$ cat src/rtl/axi_lite_master.sv
// Single-outstanding AXI-lite initiator: turns one core load/store into one bus transaction.
// Optional watchdog enabled by defining AXI_MASTER_TIMEOUT_EN.
module axi_lite_master #(
  parameter int unsigned DATA_LEN    = 32,
  parameter int unsigned STORB_LEN   = 4,
  parameter int unsigned ADDR_LEN    = 32,
  parameter int unsigned TIMEOUT_CYC = 255
) (
  input  logic                 clk,
  input  logic                 rst_n,
  input  logic                 req_valid,
  output logic                 req_ready,
  input  logic                 req_wen,
  input  logic [ADDR_LEN-1:0]  req_addr,
  input  logic [DATA_LEN-1:0]  req_wdata,
  input  logic [STORB_LEN-1:0] req_wmask,
  output logic                 resp_valid,
  input  logic                 resp_ready,
  output logic [DATA_LEN-1:0]  resp_rdata,
  output logic                 resp_err,
  output logic                 awvalid,
  input  logic                 awready,
  output logic [ADDR_LEN-1:0]  waddr,
  output logic                 wvalid,
  input  logic                 wready,
  output logic [DATA_LEN-1:0]  wdata,
  output logic [STORB_LEN-1:0] wstrob,
  input  logic                 bvalid,
  output logic                 bready,
  input  logic [2:0]           bresp,
  output logic                 arvalid,
  input  logic                 arready,
  output logic [ADDR_LEN-1:0]  raddr,
  input  logic                 rvalid,
  output logic                 rready,
  input  logic [DATA_LEN-1:0]  rdata,
  input  logic [2:0]           rresp,
  output logic                 timeout
);

  typedef enum logic [2:0] {
    IDLE,
    AR,
    R,
    AW_W,
    B,
    RESP
  } state_t;

  state_t              state;
  logic [ADDR_LEN-1:0] addr_q;
  logic                aw_done;
  logic                w_done;
  logic                aw_fire;
  logic                w_fire;
  logic                aw_all;
  logic                w_all;

  assign waddr   = addr_q;
  assign raddr   = addr_q;
  assign aw_fire = awvalid & awready;
  assign w_fire  = wvalid & wready;
  assign aw_all  = aw_done | aw_fire;
  assign w_all   = w_done | w_fire;

  always_ff @(posedge clk or negedge rst_n) begin
    if (!rst_n) begin
      state      <= IDLE;
      req_ready  <= 1'b0;
      resp_valid <= 1'b0;
      resp_rdata <= '0;
      resp_err   <= 1'b0;
      awvalid    <= 1'b0;
      wvalid     <= 1'b0;
      bready     <= 1'b0;
      arvalid    <= 1'b0;
      rready     <= 1'b0;
      addr_q     <= '0;
      wdata      <= '0;
      wstrob     <= '0;
      aw_done    <= 1'b0;
      w_done     <= 1'b0;
    end else begin
      case (state)
        IDLE: begin
          if (req_ready && req_valid) begin
            addr_q    <= req_addr;
            wdata     <= req_wdata;
            wstrob    <= req_wmask;
            req_ready <= 1'b0;
            aw_done   <= 1'b0;
            w_done    <= 1'b0;
            if (req_wen) begin
              state   <= AW_W;
              awvalid <= 1'b1;
              wvalid  <= 1'b1;
            end else begin
              state   <= AR;
              arvalid <= 1'b1;
            end
          end else begin
            req_ready <= 1'b1;
          end
        end
        AR: begin
          if (arready) begin
            arvalid <= 1'b0;
            rready  <= 1'b1;
            state   <= R;
          end
        end
        R: begin
          if (rvalid) begin
            rready     <= 1'b0;
            resp_rdata <= rdata;
            resp_err   <= |rresp;
            resp_valid <= 1'b1;
            state      <= RESP;
          end
        end
        AW_W: begin
          // each channel retires on its own; B waits until both are done
          if (aw_fire) begin
            aw_done <= 1'b1;
            awvalid <= 1'b0;
          end
          if (w_fire) begin
            w_done <= 1'b1;
            wvalid <= 1'b0;
          end
          if (aw_all && w_all) begin
            bready <= 1'b1;
            state  <= B;
          end
        end
        B: begin
          if (bvalid) begin
            bready     <= 1'b0;
            resp_rdata <= '0;
            resp_err   <= |bresp;
            resp_valid <= 1'b1;
            state      <= RESP;
          end
        end
        RESP: begin
          if (resp_ready) begin
            resp_valid <= 1'b0;
            req_ready  <= 1'b1;
            state      <= IDLE;
          end
        end
        default: state <= IDLE;
      endcase
    end
  end

`ifdef AXI_MASTER_TIMEOUT_EN
  localparam int unsigned CNT_W = ($clog2(TIMEOUT_CYC + 1) > 8) ? $clog2(TIMEOUT_CYC + 1) : 8;
  localparam logic [CNT_W:0] TO_LIM = (CNT_W + 1)'(TIMEOUT_CYC);

  logic [CNT_W-1:0] to_cnt;
  logic [CNT_W:0]   cnt_inc;
  logic             busy;
  logic             to_q;

  assign cnt_inc = {1'b0, to_cnt} + (CNT_W + 1)'(1);
  assign busy    = (state == AR) || (state == R) || (state == AW_W) || (state == B);
  assign timeout = to_q;

  // Counter saturates at the limit; the flag only ever sets until reset.
  always_ff @(posedge clk or negedge rst_n) begin
    if (!rst_n) begin
      to_cnt <= '0;
      to_q   <= 1'b0;
    end else if (state == IDLE) begin
      to_cnt <= '0;
    end else if (busy) begin
      if (cnt_inc <= TO_LIM) to_cnt <= cnt_inc[CNT_W-1:0];
      if (cnt_inc >= TO_LIM) to_q <= 1'b1;
    end
  end
`else
  assign timeout = 1'b0 & (TIMEOUT_CYC == 0);
`endif

endmodule

$ cat config.mk
export PLATFORM = sky130hd
export DESIGN_NAME = axi_lite_master
export DESIGN_NICKNAME = d
export VERILOG_FILES = /design/src/rtl/axi_lite_master.sv
export SDC_FILE = /design/constraint.sdc
export NUM_CORES = 1
export LEC_CHECK = 0
export BUFFER_PORTS_ARGS = -buffer_cell sky130_fd_sc_hd__buf_2
export CORE_MARGIN = 2
export CORE_UTILIZATION = 40
export CTS_BUF_LIST = sky130_fd_sc_hd__clkbuf_16
export CTS_CLUSTER_DIAMETER = 100
export DETAILED_ROUTE_END_ITERATION = 10
export GPL_TIMING_DRIVEN = 0
export PLACE_DENSITY = 0.72
export SLEW_MARGIN = 20
export SYNTH_ARGS = -nofsm -noshare
export SYNTH_HDL_FRONTEND = slang
export SYNTH_SLANG_ARGS = --single-unit
$ cat constraint.sdc
create_clock -name clk -period 1.9 [get_ports clk]
set_input_delay 0.095 -clock clk [delete_from_list [all_inputs] [get_ports clk]]
set_output_delay 0.095 -clock clk [all_outputs]
set_load 0.005 [all_outputs]
# [Yosys cells after proc, flatten, opt, wreduce, memory -nomap -nowiden]
# Index checks and enable logic that the tools add are counted.
[totals] register_bits=113 elab_cells=100
[classes] n_eq_ne=15 mux=42 bitwise=4 reduce_logical=24
[ops] cell="$mux W32" n=2
[ops] cell="$pmux W32 S2" n=1
[ops] cell="$mux W1" n=21
[ops] cell="$ne A2 B2 Y1 const B" n=10
[ops] cell="$mux W3" n=6
[ops] cell="$pmux W1 S2" n=9
[ops] cell="$pmux W3 S6" n=1
[ops] cell="$reduce_and A4 Y1" n=4
[ops] cell="$reduce_and A3 Y1" n=5
[ops] cell="$reduce_bool A2 Y1" n=6
[ops] cell="$eq A3 B2 Y1 const B" n=2
[ops] cell="$eq A3 B3 Y1 const B" n=2
[ops] cell="$reduce_and A6 Y1" n=1
[ops] cell="$reduce_or A3 Y1" n=2
[ops] cell="$reduce_and A2 Y1" n=2
[ops] cell="$eq A3 B1 Y1 const B" n=1
[ops] cell="$logic_not A3 Y1" n=1
[ops] cell="$pmux W1 S3" n=1
[ops] cell="$reduce_bool A3 Y1" n=1
[ops] cell="$and A1 B1 Y1" n=2
[ops] cell="$logic_and A1 B1 Y1" n=2
[ops] cell="$mux W2" n=1
[ops] cell="$or A1 B1 Y1" n=2

# [Longest topological paths before layout]
# Gate-level depths: netlist of the first run.
[depth] depth_word=5 mapped_depth=6 mapped_depth_nobuf=3

# [Worst setup path after synthesis of the first run]
# OpenSTA, ideal clock, no wires.
[synth_path] path_type="reg-to-reg" from="register state[2]" to="register addr_q[0] (netlist: raddr[0])" setup_time_ns=0.125 arrival_ns=1.280 t_required_ns=1.775 setup_slack_ns=0.495 stages_incl_launch_ff=6 cell_sequence="dfrtp_1 > and3b_1 > buf_6 > nand2_8 > buf_6 > mux2_4"
[synth_via] elab_chain_len=2
[synth_lines] item="start, declared" line="50" source="state_t state;"
[synth_lines] item="start signal, assigned" line="68" source="state <= IDLE;"
[synth_lines] item="start signal, assigned" line="94" source="state <= AW_W;"
[synth_lines] item="start signal, assigned" line="98" source="state <= AR;"
[synth_lines] item="$logic_not A3 Y1" line="84" source="case (state)"
[synth_lines] item="$reduce_and A2 Y1 (no source line)"
[synth_lines] item="end signal, assigned" line="87" source="addr_q <= req_addr;"
[synth_lines] item="end, declared" line="51" source="logic [ADDR_LEN-1:0] addr_q;"
# Every way passes these cells.
# A chain may end at the register's enable or synchronous reset.

# [Worst setup path in the final report of the first run]
[layout_path] from="register state[2]" to="register awvalid"
[layout_via] elab_chain_len=3 elab_cells_between_ends=8 classes_between="eq/ne (4); mux (1); reduce/logical (3)"
[layout_lines] item="$eq A3 B2 Y1 or $logic_not A3 Y1 (tied branches)" line="84"
[layout_lines] item="$ne A2 B2 Y1 (no source line) or $reduce_bool A2 Y1 (tied branches)"
[layout_lines] item="$reduce_and A4 Y1 (no source line)"
[layout_lines] item="end signal, assigned" line="73" source="awvalid <= 1'b0;"
[layout_lines] item="end signal, assigned" line="95" source="awvalid <= 1'b1;"
[layout_lines] item="end signal, assigned" line="125" source="awvalid <= 1'b0;"
[layout_lines] item="end, declared" line="21" source="output logic awvalid,"
# Several ways; a longest one is shown, not always the timed one.

==> impl_metrics.py, run 1 <==
metrics = {
    "floorplanning": {
        "die_area_um2": 13400,
        "die_h_um": 116,
        "die_w_um": 116,
        "coreArea_um2": 12100,
        "ioPinCount": 257,
        "start_util": 0.412,
        "rows": 40,
    },
    "placement": {
        "dpl-instance-area_um2": 6510,
        "gp_congestion": 0.825,
        "pre_cts_ws_ns": 0.310,
        "hpwl_um": 9270,
        "place_inst": 756,
        "numPortBuffers": 255,
    },
    "yosys": {
        "synthArstFlopShare": 1.00,
        "yosysWarnings": 0,
        "synth_edf_count": 0,
        "ys_types": 42,
        "synth_common_cells": "113 x dfrtp_1, 68 x mux2_4, 33 x buf_4, 32 x a22o_1, 12 x buf_6",
        "ys_ff_latch": 113,
        "yosysTopAreaCellShare": 0.567,
        "synth_simple_gate_area_frac": 0.0386,
        "synth_ff_type": "dfrtp_1",
        "synth_cells": 332,
        "syn_avg_cell_area_um2": 15.0,
        "synth_xor_area_frac": 0,
        "syn_nets": 448,
        "netlist_top_cells_area": "dfrtp_1 57%, mux2_4 20%, a22o_1 5.6%",
        "synthAdderAreaFrac": 0,
        "yosys.area.top_type": "dfrtp_1",
        "mappedNetlistArea_um2": 4990,
        "ys_seq_area_frac": 0.567,
        "synth_compound_area_frac": 0.0976,
        "yosysMostFrequentCell": "dfrtp_1",
        "synth.area.mux_share": 0.209,
        "synth_top_family_by_area": "multiplexers",
    },
    "global_route": {
        "grt_pass1_wl_um": 22900,
        "track_usage": 0.224,
        "grt_antenna_before_repair": 1,
        "grt_max_degree": 66,
        "grt_pass1_vias": 4442,
        "grt_overflow": 0,
    },
    "route": {
        "drc_errors": 0,
        "num_vias": 4199,
        "routed_wl_um": 14700,
        "drt-initial-drc-count": 140,
        "first_pass_iters": 4,
        "drtAntennaViolNets": 0,
        "post_drt_wl_per_cell_um": 16.5,
        "routed_via_density": 4.70,
    },
    "status": {
        "status": "finished, final reports clean",
    },
    "timing": {
        "period_share": 0.900,
        "finalSetupViolCount": 0,
        "fin_ws_ns": 0.191,
        "worstMarginPinSlew_ns": 0.602,
        "setup_tns_ns": 0,
        "rsz0062_at_grt": "no",
        "skew_ns": 0.00527,
        "slew_viol_final": 0,
        "final-hold-violation-count": 0,
        "fmax_mhz": 585,
        "whs_ns": 0.0603,
        "final.min_clock_period_ns": 1.71,
        "slew_headroom": 0.599,
    },
    "worst_setup_path": {
        "worst_ep_required_time_ns": 2.18,
        "cp-end-kind": "flop",
        "worstSetupPathType": "flop to flop",
        "path_cells": "and3b_1 > a21bo_2 > o21ai_0 > dlygate4sd3_1",
        "max_stage_delay_ns": 0.55,
        "slowest_stage": "dlygate4sd3_1",
        "cp_max_fo": 9,
        "cp.arrival_ns": 1.99,
        "critPathLaunchType": "flop",
    },
    "finish": {
        "nets": 827,
        "seq_area_um2": 2830,
        "nFillCells": 867,
        "multi_input_area_um2": 1730,
        "fin_cells": 893,
        "syn2layout_area_growth_pct": 62.6,
        "design_area_um2": 8110,
        "drive_gt1_frac": 0.564,
    },
    "cts": {
        "clkSinkCount": 113,
        "cts.path.max_buffers": 2,
        "clk_transition_reported_paths_ns": 0.05,
        "cts_setup_buffers": 0,
        "cts-buffers-inserted": 17,
        "cts_max_level": 4,
        "cts_tree": "built",
        "insertion_delay_ns": 0.40,
        "cts_root_buffer": "clkbuf_16",
    },
    "power": {
        "p_per_area_nw_per_um2": 1610,
        "ir_drop_uv": 870,
        "p_leak_nw": 4.34,
    },
    "flow_run": {
        "max_cap_viol_count": 0,
    },
    "hold_path": {
        "hp-class": "input pin to flop",
    },
}
==> registers in the layout, indices dropped and copies added, names as in the netlist, 3 cells and up <==
register	flops
raddr	32
resp_rdata	32
wdata	32
wstrob	4
state	3
==> routing by layer <==
metal	share of wire	GRT usage
met1	0.39	0.261
met2	0.52	0.385
met3	0.062	0.0612
met4	0.021	0.102
met5	0	0
==> worst paths after layout <==
path,cells after the start,start,slack (ns),to
setup / recovery,4,state[2],0.19,awvalid
max in group asynchronous,3,rst_n,0.99,raddr[25]
setup reg to reg,4,state[2],0.19,awvalid
hold reg to reg,1,resp_rdata[27],0.50,resp_rdata[27]
min in group asynchronous,2,rst_n,0.27,raddr[31]
hold / removal,3,arready,0.06,rready
==> cells by family (layout without fill, tap and decap cells) <==
kind of cell           count (synthesis)  after routing
AOI/OAI and AO/OA                     63             63
muxes                                 70             70
and+or+nand+nor                       28             28
DFF                                  113            113
buffers and inverters                 57            449
other                                  1              2
==> critical path: cells and delay by family, from the launching register on <==
kind | cells | cell delay (ns)
flip-flops | 1 | 0.46
AND/OR/NAND/NOR | 1 | 0.36
AO/OA/AOI/OAI | 2 | 0.22
buffers and inverters | 1 | 0.55
==> where the power goes <==
group          switching [W]  total, W  internal, W  leakage, nW
Sequential          0.000778   0.00437      0.00359         1.37
Combinational        0.00219   0.00575      0.00356         2.70
Clock                0.00106   0.00294      0.00189        0.269
Total                0.00403    0.0131      0.00904         4.34
==> layout by cell type, fill, tap and decap left out, types with 5 or more instances in the layout <==
| master | count |
|---|---|
| buf_2 | 260 |
| dfrtp_1 | 113 |
| dlygate4sd3_1 | 105 |
| mux2_4 | 68 |
| buf_4 | 33 |
| a22o_1 | 32 |
| clkbuf_16 | 17 |
| buf_6 | 13 |
| a21oi_1 | 8 |
| a31oi_1 | 5 |
| clkinv_2 | 5 |
==> final cells by class <==
type / instances / share of cell area
clock buffer: 17 / 0.0525
buffer: 53 / 0.0518
sequential: 113 / 0.349
timing repair buffer: 361 / 0.291
antenna: 1 / 0.000309
tap: 168 / 0.0259
clock inverter: 15 / 0.0156
inverter: 3 / 0.00139
multi-input combinational: 162 / 0.213
==> stage by stage <==
step	power [W]	utilization
3_3_place_gp	0.00969	0.535
2_1_floorplan	0.00766	-
6_report	0.0131	0.670
4_1_cts	0.0131	0.670
5_1_grt	0.0138	0.670
3_5_place_dp	0.00985	0.537
==> what timing repair did <==
action	in CTS	in global routing
resized for setup	0	0
setup endpoints to repair	0	1
endpoints found under the hold margin	168	0
hold buffers	105	0
(Power assumes the default switching activity.)
==> run 2: changes to the inputs <==
--- a/config.mk
+++ b/config.mk
@@ -6,13 +6,16 @@
 export NUM_CORES = 1
 export LEC_CHECK = 0
 export BUFFER_PORTS_ARGS = -buffer_cell sky130_fd_sc_hd__buf_2
+export CELL_PAD_IN_SITES_DETAIL_PLACEMENT = 0
+export CELL_PAD_IN_SITES_GLOBAL_PLACEMENT = 1
 export CORE_MARGIN = 2
-export CORE_UTILIZATION = 40
+export CORE_UTILIZATION = 35
 export CTS_BUF_LIST = sky130_fd_sc_hd__clkbuf_16
 export CTS_CLUSTER_DIAMETER = 100
 export DETAILED_ROUTE_END_ITERATION = 10
 export GPL_TIMING_DRIVEN = 0
-export PLACE_DENSITY = 0.72
+export PLACE_DENSITY_LB_ADDON = 0.1
+export SKIP_LAST_GASP = 1
 export SLEW_MARGIN = 20
 export SYNTH_ARGS = -nofsm -noshare
 export SYNTH_HDL_FRONTEND = slang
==> impl_metrics.py, run 2 (synthesis gave the netlist of run 1 again) <==
metrics = {
    "floorplanning": {
        "rows": 43,
        "die_w_um": 123,
        "start_util": 0.359,
        "coreArea_um2": 13900,
        "ioPinCount": 257,
        "die_h_um": 123,
        "die_area_um2": 15200,
    },
    "cts": {
        "cts_setup_buffers": 0,
        "cts_tree": "built",
        "cts_max_level": 4,
        "clk_transition_reported_paths_ns": 0.05,
        "insertion_delay_ns": 0.40,
        "cts_root_buffer": "clkbuf_16",
        "clkSinkCount": 113,
        "cts.path.max_buffers": 2,
        "cts-buffers-inserted": 17,
    },
    "finish": {
        "drive_gt1_frac": 0.566,
        "nFillCells": 1160,
        "layout_common_cells": "260 x buf_2, 113 x dfrtp_1, 105 x dlygate4sd3_1",
        "syn2layout_area_growth_pct": 63.3,
        "nets": 827,
        "layout_commonest_cell": "buf_2",
        "n_antenna_cell": 0,
        "fin_cells": 904,
    },
    "timing": {
        "slew_viol_final": 0,
        "rsz0062_at_grt": "no",
        "whs_ns": 0.0578,
        "final.min_clock_period_ns": 1.71,
        "skew_ns": 0.00679,
        "fmax_mhz": 585,
        "finalSetupViolCount": 0,
        "final-hold-violation-count": 0,
        "period_share": 0.900,
        "setup_tns_ns": 0,
    },
    "route": {
        "drt-initial-drc-count": 172,
        "routed_via_density": 4.54,
        "routed_wl_um": 13800,
        "post_drt_wl_per_cell_um": 15.3,
        "drtAntennaViolNets": 0,
        "first_pass_iters": 4,
        "drc_errors": 0,
        "num_vias": 4100,
    },
    "worst_setup_path": {
        "slowest_stage": "dlygate4sd3_1",
        "cp_top_family": "buffers and inverters",
        "cp-end-kind": "flop",
        "critPathLaunchType": "flop",
        "path_cells": "buf_2 > and3b_1 > a21bo_2 > o21ai_0 > dlygate4sd3_1",
        "rr_worst_depth": 5,
        "worst_ep_required_time_ns": 2.18,
        "r2r-end": "awvalid",
        "worstSetupPathType": "flop to flop",
        "cp_max_fo": 10,
        "cp.arrival_ns": 1.99,
        "cp_num_buf_inv": 2,
        "reg2reg_slack_ns": 0.19,
        "reg2reg_from": "state[0]",
        "max_stage_delay_ns": 0.55,
    },
    "global_route": {
        "track_usage": 0.180,
        "grt_max_degree": 65,
        "grt_antenna_before_repair": 0,
        "grt_pass1_vias": 4034,
        "grt_pass1_wl_um": 20900,
        "grt_overflow": 0,
    },
    "status": {
        "status": "finished, final reports clean",
    },
    "hold_path": {
        "hold_end": "rready",
        "hold_depth": 3,
        "worstHoldStart": "arready",
        "hp-class": "input pin to flop",
    },
    "flow_run": {
        "max_cap_viol_count": 0,
    },
    "power": {
        "p_per_area_nw_per_um2": 1610,
        "p_leak_nw": 4.36,
        "p_total_w": 0.0131,
        "ir_drop_uv": 588,
    },
    "placement": {
        "gp_congestion": 0.787,
        "numPortBuffers": 255,
        "hpwl_um": 9420,
        "place_inst": 768,
    },
}
==> run 2: worst max path at each step <==
stage	startpoint	endpoint	slack (ns)	depth (start not counted)
floorplan	state[2]	raddr[0]	0.50	5
global route	state[0]	awvalid	0.05	5
detailed placement	state[2]	wdata[6]	0.32	5
CTS	state[2]	awvalid	0.05	5
global placement	rst_n	raddr[24]	-0.67	1
finish	state[0]	awvalid	0.19	5
==> run 2: layer usage <==
metal  GRT usage  wire (µm)  vias to the layer above
met5           0          0                        -
met4      0.0760        252                        0
met3      0.0498        923                       17
met2       0.294       6950                      160
met1       0.223       5680                     2003
li1            -          -                     1920
==> run 2: power by group <==
part,total [W],internal [W],switching [W]
clock network,0.00310,0.00202,0.00108
registers,0.00434,0.00359,0.000752
logic,0.00565,0.00356,0.00209
==> run 2: area by class of cell <==
type / instances / area [µm²] / area share
sequential: 113 / 2830 / 0.347
timing repair buffer: 361 / 2360 / 0.290
multi-input combinational: 162 / 1730 / 0.212
clock buffer: 17 / 425 / 0.0522
buffer: 53 / 420 / 0.0516
tap: 180 / 225 / 0.0276
clock inverter: 15 / 151 / 0.0186
inverter: 3 / 11.3 / 0.00138
==> run 2: worst register-to-register path, delay by kind of cell, from the launching register on <==
family / cells / cell delay [ns]
buffers and inverters: 2 / 0.77
AND/OR/NAND/NOR: 1 / 0.30
flip-flops: 1 / 0.31
AO/OA/AOI/OAI: 2 / 0.22
==> run 2: stage by stage <==
step	utilization	area, µm²	setup WS [ns]
floorplan	-	4990	0.495
global placement	0.468	6490	-0.671
detailed placement	0.470	6520	0.317
CTS	0.587	8150	0.0530
global route	0.587	8150	0.0470
finish	0.587	8150	0.189
==> run 2: timing repair <==
item,4_1_cts,5_1_grt
endpoints found under the setup margin,0,1
hold buffers,105,0
hold endpoints to repair,153,0
gates resized for setup,0,0
